## config.mk

```make
export PLATFORM = sky130hd
export DESIGN_NAME = hazard_ctrl_pipe
export DESIGN_NICKNAME = d
export VERILOG_FILES = /design/src/rtl/hazard_ctrl_pipe.sv
export SDC_FILE = /design/constraint.sdc
export NUM_CORES = 1
export LEC_CHECK = 0
export ABC_CLOCK_PERIOD_IN_PS = 2450
export BUFFER_PORTS_ARGS = -buffer_cell sky130_fd_sc_hd__buf_2
export CAP_MARGIN = 5
export CELL_PAD_IN_SITES_DETAIL_PLACEMENT = 1
export CELL_PAD_IN_SITES_GLOBAL_PLACEMENT = 2
export CORE_MARGIN = 3
export CORE_UTILIZATION = 25
export CTS_CLUSTER_DIAMETER = 200
export DETAILED_ROUTE_END_ITERATION = 16
export HOLD_SLACK_MARGIN = 0.05
export PLACE_DENSITY = 0.83
export SLEW_MARGIN = 10
export SYNTH_ARGS = -nofsm -noshare
export SYNTH_HDL_FRONTEND = slang
export SYNTH_SLANG_ARGS = --single-unit
```

## constraint.sdc

```tcl
create_clock -name clk -period 2.45 [get_ports clk]
set_input_delay 0.245 -clock clk [delete_from_list [all_inputs] [get_ports clk]]
set_output_delay 0.245 -clock clk [all_outputs]
set_load 0.03 [all_outputs]
```

## src/rtl/hazard_ctrl_pipe.sv

```systemverilog
// Hazard, stall and flush controller for the 5-stage F/D/E/M/W core.
// Forwarding and stall/flush decisions are combinational; a small FSM tracks divides and deferred exceptions.
module hazard_ctrl_pipe #(
    parameter int unsigned REG_W      = 5,
    parameter int unsigned LOAD_LAT   = 1,
    parameter int unsigned DIV_CYCLES = 32,
    parameter logic [31:0] EXC_VEC    = 32'hBFC00380,
    parameter logic [31:0] ERET_CODE  = 32'h0000000e
) (
    input  logic             clk,
    input  logic             rst,
    input  logic [REG_W-1:0] rsD,
    input  logic [REG_W-1:0] rtD,
    input  logic [REG_W-1:0] rsE,
    input  logic [REG_W-1:0] rtE,
    input  logic [REG_W-1:0] rdE,
    input  logic [REG_W-1:0] writeregE,
    input  logic [REG_W-1:0] writeregM,
    input  logic [REG_W-1:0] writeregW,
    input  logic             regwriteE,
    input  logic             regwriteM,
    input  logic             regwriteW,
    input  logic             memtoregE,
    input  logic             memtoregM,
    input  logic             hilo_writeM,
    input  logic             hilo_writeW,
    input  logic             cp0_writeM,
    input  logic             cp0_writeW,
    input  logic             div_startE,
    input  logic [31:0]      excepttype,
    input  logic [31:0]      cp0_epc,
    input  logic             stallreq_from_if,
    input  logic             stallreq_from_mem,
    output logic [1:0]       forwardaD,
    output logic [1:0]       forwardbD,
    output logic [1:0]       forwardaE,
    output logic [1:0]       forwardbE,
    output logic [1:0]       forwardHiLoE,
    output logic [1:0]       forwardCP0E,
    output logic             div_busy,
    output logic             div_done,
    output logic             stallF,
    output logic             stallD,
    output logic             stallE,
    output logic             stallM,
    output logic             stallW,
    output logic             flushD,
    output logic             flushE,
    output logic             flushM,
    output logic             flushW,
    output logic             flush_exc,
    output logic [31:0]      newpc
);

    localparam int unsigned CNT_W = (DIV_CYCLES > 2) ? $clog2(DIV_CYCLES) : 1;

    typedef enum logic [1:0] {
        ST_IDLE     = 2'd0,
        ST_DIV      = 2'd1,
        ST_EXC_WAIT = 2'd2
    } state_e;

    state_e             state_q, state_d;
    logic [CNT_W-1:0]   cnt_q, cnt_d;
    logic [31:0]        exc_code_q, exc_code_d;
    logic [31:0]        exc_epc_q, exc_epc_d;

    logic               exc_live;
    logic               exc_wait;
    logic               lw_e;
    logic               lw_m;
    logic               lwstall;
    logic               busy_int;
    logic               flush_int;
    logic               stall_e_int;

    // A new exception is only observed outside EXC_WAIT; there the latched copy is used.
    assign exc_live    = (excepttype != 32'd0) && (state_q != ST_EXC_WAIT);
    assign exc_wait    = (state_q == ST_EXC_WAIT);
    assign busy_int    = (state_q == ST_DIV) && (cnt_q != '0);
    assign flush_int   = !stallreq_from_mem && (exc_live || exc_wait);
    assign stall_e_int = busy_int || stallreq_from_mem || exc_wait;

    assign lw_e = memtoregE && (writeregE != '0) && ((writeregE == rsD) || (writeregE == rtD));
    assign lw_m = (LOAD_LAT == 32'd2) && memtoregM && (writeregM != '0)
                  && ((writeregM == rsD) || (writeregM == rtD));
    assign lwstall = lw_e || lw_m;

    // State register
    always_ff @(posedge clk or posedge rst) begin
        if (rst) begin
            state_q    <= ST_IDLE;
            cnt_q      <= '0;
            exc_code_q <= 32'd0;
            exc_epc_q  <= 32'd0;
        end else begin
            state_q    <= state_d;
            cnt_q      <= cnt_d;
            exc_code_q <= exc_code_d;
            exc_epc_q  <= exc_epc_d;
        end
    end

    // Next-state logic
    always_comb begin
        state_d    = state_q;
        cnt_d      = cnt_q;
        exc_code_d = exc_code_q;
        exc_epc_d  = exc_epc_q;
        unique case (state_q)
            ST_IDLE: begin
                if (exc_live) begin
                    if (stallreq_from_mem) begin
                        state_d    = ST_EXC_WAIT;
                        exc_code_d = excepttype;
                        exc_epc_d  = cp0_epc;
                    end
                end else if (div_startE) begin
                    state_d = ST_DIV;
                    cnt_d   = CNT_W'(DIV_CYCLES - 1);
                end
            end
            ST_DIV: begin
                if (exc_live) begin
                    cnt_d = '0;
                    if (stallreq_from_mem) begin
                        state_d    = ST_EXC_WAIT;
                        exc_code_d = excepttype;
                        exc_epc_d  = cp0_epc;
                    end else begin
                        state_d = ST_IDLE;
                    end
                end else if (!stallreq_from_mem) begin
                    if (cnt_q == '0) begin
                        state_d = ST_IDLE;
                    end else begin
                        cnt_d = cnt_q - CNT_W'(1);
                    end
                end
            end
            ST_EXC_WAIT: begin
                if (!stallreq_from_mem) begin
                    state_d    = ST_IDLE;
                    exc_code_d = 32'd0;
                    exc_epc_d  = 32'd0;
                end
            end
            default: begin
                state_d = ST_IDLE;
                cnt_d   = '0;
            end
        endcase
    end

    // Output logic; reset forces every output low regardless of inputs
    always_comb begin
        forwardaD    = 2'b00;
        forwardbD    = 2'b00;
        forwardaE    = 2'b00;
        forwardbE    = 2'b00;
        forwardHiLoE = 2'b00;
        forwardCP0E  = 2'b00;
        div_busy     = 1'b0;
        div_done     = 1'b0;
        stallF       = 1'b0;
        stallD       = 1'b0;
        stallE       = 1'b0;
        stallM       = 1'b0;
        stallW       = 1'b0;
        flushD       = 1'b0;
        flushE       = 1'b0;
        flushM       = 1'b0;
        flushW       = 1'b0;
        flush_exc    = 1'b0;
        newpc        = 32'd0;
        if (!rst) begin
            if ((rsD != '0) && regwriteE && (rsD == writeregE))      forwardaD = 2'b10;
            else if ((rsD != '0) && regwriteM && (rsD == writeregM)) forwardaD = 2'b01;
            else if ((rsD != '0) && regwriteW && (rsD == writeregW)) forwardaD = 2'b11;

            if ((rtD != '0) && regwriteE && (rtD == writeregE))      forwardbD = 2'b10;
            else if ((rtD != '0) && regwriteM && (rtD == writeregM)) forwardbD = 2'b01;
            else if ((rtD != '0) && regwriteW && (rtD == writeregW)) forwardbD = 2'b11;

            if ((rsE != '0) && regwriteM && (rsE == writeregM))      forwardaE = 2'b10;
            else if ((rsE != '0) && regwriteW && (rsE == writeregW)) forwardaE = 2'b01;

            if ((rtE != '0) && regwriteM && (rtE == writeregM))      forwardbE = 2'b10;
            else if ((rtE != '0) && regwriteW && (rtE == writeregW)) forwardbE = 2'b01;

            if (hilo_writeM)      forwardHiLoE = 2'b10;
            else if (hilo_writeW) forwardHiLoE = 2'b01;

            if (cp0_writeM && (rdE == writeregM))      forwardCP0E = 2'b10;
            else if (cp0_writeW && (rdE == writeregW)) forwardCP0E = 2'b01;

            div_busy = busy_int;
            div_done = (state_q == ST_DIV) && (cnt_q == '0) && !stallreq_from_mem && !exc_live;

            if (flush_int) begin
                flush_exc = 1'b1;
                flushD    = 1'b1;
                flushE    = 1'b1;
                flushM    = 1'b1;
                flushW    = 1'b1;
                if (exc_wait) newpc = (exc_code_q == ERET_CODE) ? exc_epc_q : EXC_VEC;
                else          newpc = (excepttype == ERET_CODE) ? cp0_epc : EXC_VEC;
            end else begin
                stallF = busy_int || lwstall || stallreq_from_if || stallreq_from_mem || exc_wait;
                stallD = busy_int || lwstall || stallreq_from_if || stallreq_from_mem || exc_wait;
                stallE = stall_e_int;
                stallM = stallreq_from_mem || exc_wait;
                flushE = lwstall && !stall_e_int;
                flushW = stallreq_from_mem;
            end
        end
    end

endmodule

```

==> summary.txt <==
Timing
  – WHS: 0.1222 ns
  – Endpoints failing setup: 32
  – Minimum clock period: 2.647 ns
  – Fin. Hold Viols: 0
  – Setup TNS: -4.151 ns
  – Skew final: 0.005103 ns
  – Fin worst setup slack: -0.1973 ns
  – Tcrit/Tclk final: 1.081
  – Max Slew Vio Count: 0
  – RSZ-0062 raised after global routing: true
  – Slew @ Worst Pin: 0.9482 ns
  – Max-slew headroom: 0.3598
  – Max Fclk: 377.7 MHz

Status
  – Status: finished with violations
  – Failing checks: negative setup slack

Routing
  – DR iter-0 viols: 162
  – Routed WL: 17,210 µm
  – DR DRC count: 0
  – Post-route ant nets: 0
  – Drt via density: 4.936
  – Routed len/inst: 17.62 µm
  – Pre-antenna DRT Iters: 4
  – Routed vias: 4,822

Worst setup path
  – Crit Path Max Fanout: 6
  – Worst setup EP type: output port
  – Critical Path RT: 2.20 ns
  – Worst Setup SP: exc_code_q[12]$_DFFE_PP0P_
  – Kind of critical path: flop to output port
  – Crit Reg-Reg Startpoint: cnt_q[1]$_DFFE_PP0P_
  – R2R setup slack: 0.22 ns
  – RR Endpoint: cnt_q[3]$_DFFE_PP0P_
  – Crit path arrival time: 2.40 ns
  – Worst Setup Start Kind: flop
  – Worst reg-to-reg path cell count: 8
  – Critical Path End: newpc[24]

Floorplanning
  – I/O pin count: 174
  – Initial Util: 0.2603
  – Die ar.: 20,040 µm²
  – Die width: 141.6 µm
  – Die height: 141.6 µm
  – Core area: 17,660 µm²
  – FP Rows: 48

Yosys
  – Netlist cell types: 52
  – Top FF cell, synth: dfrtp_1
  – Post-Syn Instances: 582
  – Post-Syn Area: 4596 µm²
  – Number of synthesized flops with an enable pin: 0
  – YS warnings: 0
  – Register area share after synthesis: 0.3866
  – Mapped Nets: 701
  – Yosys reg bits: 71
  – Synth Area per Inst: 7.896 µm²
  – Synth async-reset ratio: 1.000

Clocking
  – Max clock buf depth: 2
  – CTS Root Buffer Type: clkbuf_16
  – CTS Buf Count: 9
  – H-Tree Depth: 3
  – CTS tree: built
  – CTS sink count: 71
  – Skew-Pair Late Insertion Delay: 0.34 ns
  – Hold_buf cts: 0
  – Reg clk slew, reported paths: 0.06 ns

Placed design
  – GPL Wtd Cong: 0.8311
  – Port buffer count: 171
  – Post-DP HPWL: 12,380 µm
  – Worst slack at placement: -0.03038 ns

Finish
  – Area Growth Syn to Fin: 40.13%
  – Nets: 866
  – Ratio of cells with drive above 1 in the final layout: 0.3444
  – Leading cell type in the layout, fill and taps excluded: buf_2
  – Most frequent cells in the layout: 138 x buf_2, 131 x nand2_1, 71 x dfrtp_1
  – ANT cells: 0

GRT
  – Global route hottest layer: met2
  – Vias in the first global route: 4,971
  – Global-route wire length before repair: 26,390 µm
  – Largest net degree at the start of global routing: 62
  – Initial antenna violation count: 2
  – Met1 global-route usage: 0.2157
  – GRT overflow: 0
  – Global-route usage over all layers: 0.1638
  – Met2 GRT Util: 0.2728
  – GRT met3 Usage: 0.03809

Pwr
  – Worst VDD drop: 0.0002918 V
  – Reg power frac: 0.423
  – Sw Ratio: 0.3089
  – Psw: 1.011 mW
  – PD cells: 508.3 nW/µm²
  – Lkg Pwr: 2.854 nW
  – Internal power component: 2.262 mW
  – Power share of the combinational group: 0.211
  – Clock power frac: 0.366

Job
  – Max-cap viol count: 0

Hold path
  – Hold Path Class: primary input to flop
## kinds of logic (layout without fill, tap and decap cells)
family          count (synthesis)  in the layout  synth area share
xor+xnor                       60             60            0.1143
buf+inv                        58            227           0.05826
mux                             1              1          0.002178
fa+ha+maj                       1              1          0.002722
compound gates                124            124            0.1691
flops                          71             71            0.3866
other cells                     1              1         0.0008160
simple gates                  266            267            0.2660
## area by class of cell
| type | instances | area [µm²] |
|---|---|---|
| Fill cell | 2154 | 11220 |
| Clock inverter | 6 | 37.54 |
| Multi-Input combinational cell | 454 | 2765 |
| Timing Repair Buffer | 203 | 1316 |
| Tap cell | 225 | 281.5 |
| Inverter | 8 | 33.78 |
| Sequential cell | 71 | 1777 |
| Clock buffer | 10 | 229.0 |
## stage by stage
step | util | cell area (µm²) | power, mW | std cells
final | 0.3647 | 6440 | 3.273 | 977
after global routing | 0.3647 | 6440 | 3.484 | 977
after CTS | 0.3464 | 6117 | 3.304 | 971
after detailed placement | 0.3292 | 5812 | 2.070 | 954
after global placement | 0.3292 | 5812 | 2.050 | 954
after floorplan | - | 4612 | 1.778 | 582
## worst min path at each step
stage / startpoint / endpoint / slack [ns] / cells past startpoint
2_1_floorplan: excepttype[10] / exc_code_q[10]$_DFFE_PP0P_ / 0.36 / 2
3_3_place_gp: cp0_epc[28] / exc_epc_q[28]$_DFFE_PP0P_ / 0.47 / 3
3_5_place_dp: cp0_epc[0] / exc_epc_q[0]$_DFFE_PP0P_ / 0.47 / 3
4_1_cts: cp0_epc[0] / exc_epc_q[0]$_DFFE_PP0P_ / 0.11 / 3
5_1_grt: cp0_epc[0] / exc_epc_q[0]$_DFFE_PP0P_ / 0.12 / 3
6_report: cp0_epc[0] / exc_epc_q[0]$_DFFE_PP0P_ / 0.12 / 3
## synthesized netlist by cell type, types with 6 or more instances
master	count	area (µm²)
nand3_1	9	45.04
clkbuf_1	24	90.09
nor4_1	23	143.9
nor2_1	53	198.9
nor3_1	7	35.03
nand4_1	13	81.33
a22oi_1	20	150.1
xnor2_1	36	315.3
nor2b_1	6	37.54
o22ai_1	12	75.07
buf_2	19	95.09
nand2_1	132	495.5
dfrtp_1	71	1777
o21ai_0	60	300.3
xor2_1	24	210.2
inv_1	8	30.03
## registers in the layout (all words and copies together), names as in the netlist
name,flops
exc_code_q,32
state_q,2
cnt_q,5
exc_epc_q,32
## power groups by stage
stage / Sequential, mW / Clock (mW) / Combinational, mW
6_report: 1.39 / 1.20 / 0.690
2_1_floorplan: 1.37 / 0 / 0.404
3_5_place_dp: 1.40 / 0 / 0.672
5_1_grt: 1.40 / 1.30 / 0.776
4_1_cts: 1.38 / 1.25 / 0.680
3_3_place_gp: 1.39 / 0 / 0.658
## repair_timing
| item | CTS | global route |
|---|---|---|
| endpoints found under the hold margin | 0 | 0 |
| buffers inserted | 1 | 3 |
| resized for setup | 9 | 91 |
| cloned | 0 | 3 |
| endpoints found under the setup margin | 39 | 39 |
| pin swaps | 2 | 23 |
## routing by layer
metal	wire (µm)	part of all wire
met5	23	0.0013
met1	7850	0.46
met3	997	0.058
met2	8161	0.47
met4	180	0.010
## critical path, stage by stage (launching register included)
cell     delay (ns)
dfrtp_1        0.39
nor4_2         0.27
buf_4          0.14
nand4_1        0.11
buf_6          0.17
or4_4          0.56
o22ai_2        0.18
nor2_1         0.07
buf_4          0.17
Note: power is estimated with default switching activity, not from simulation.
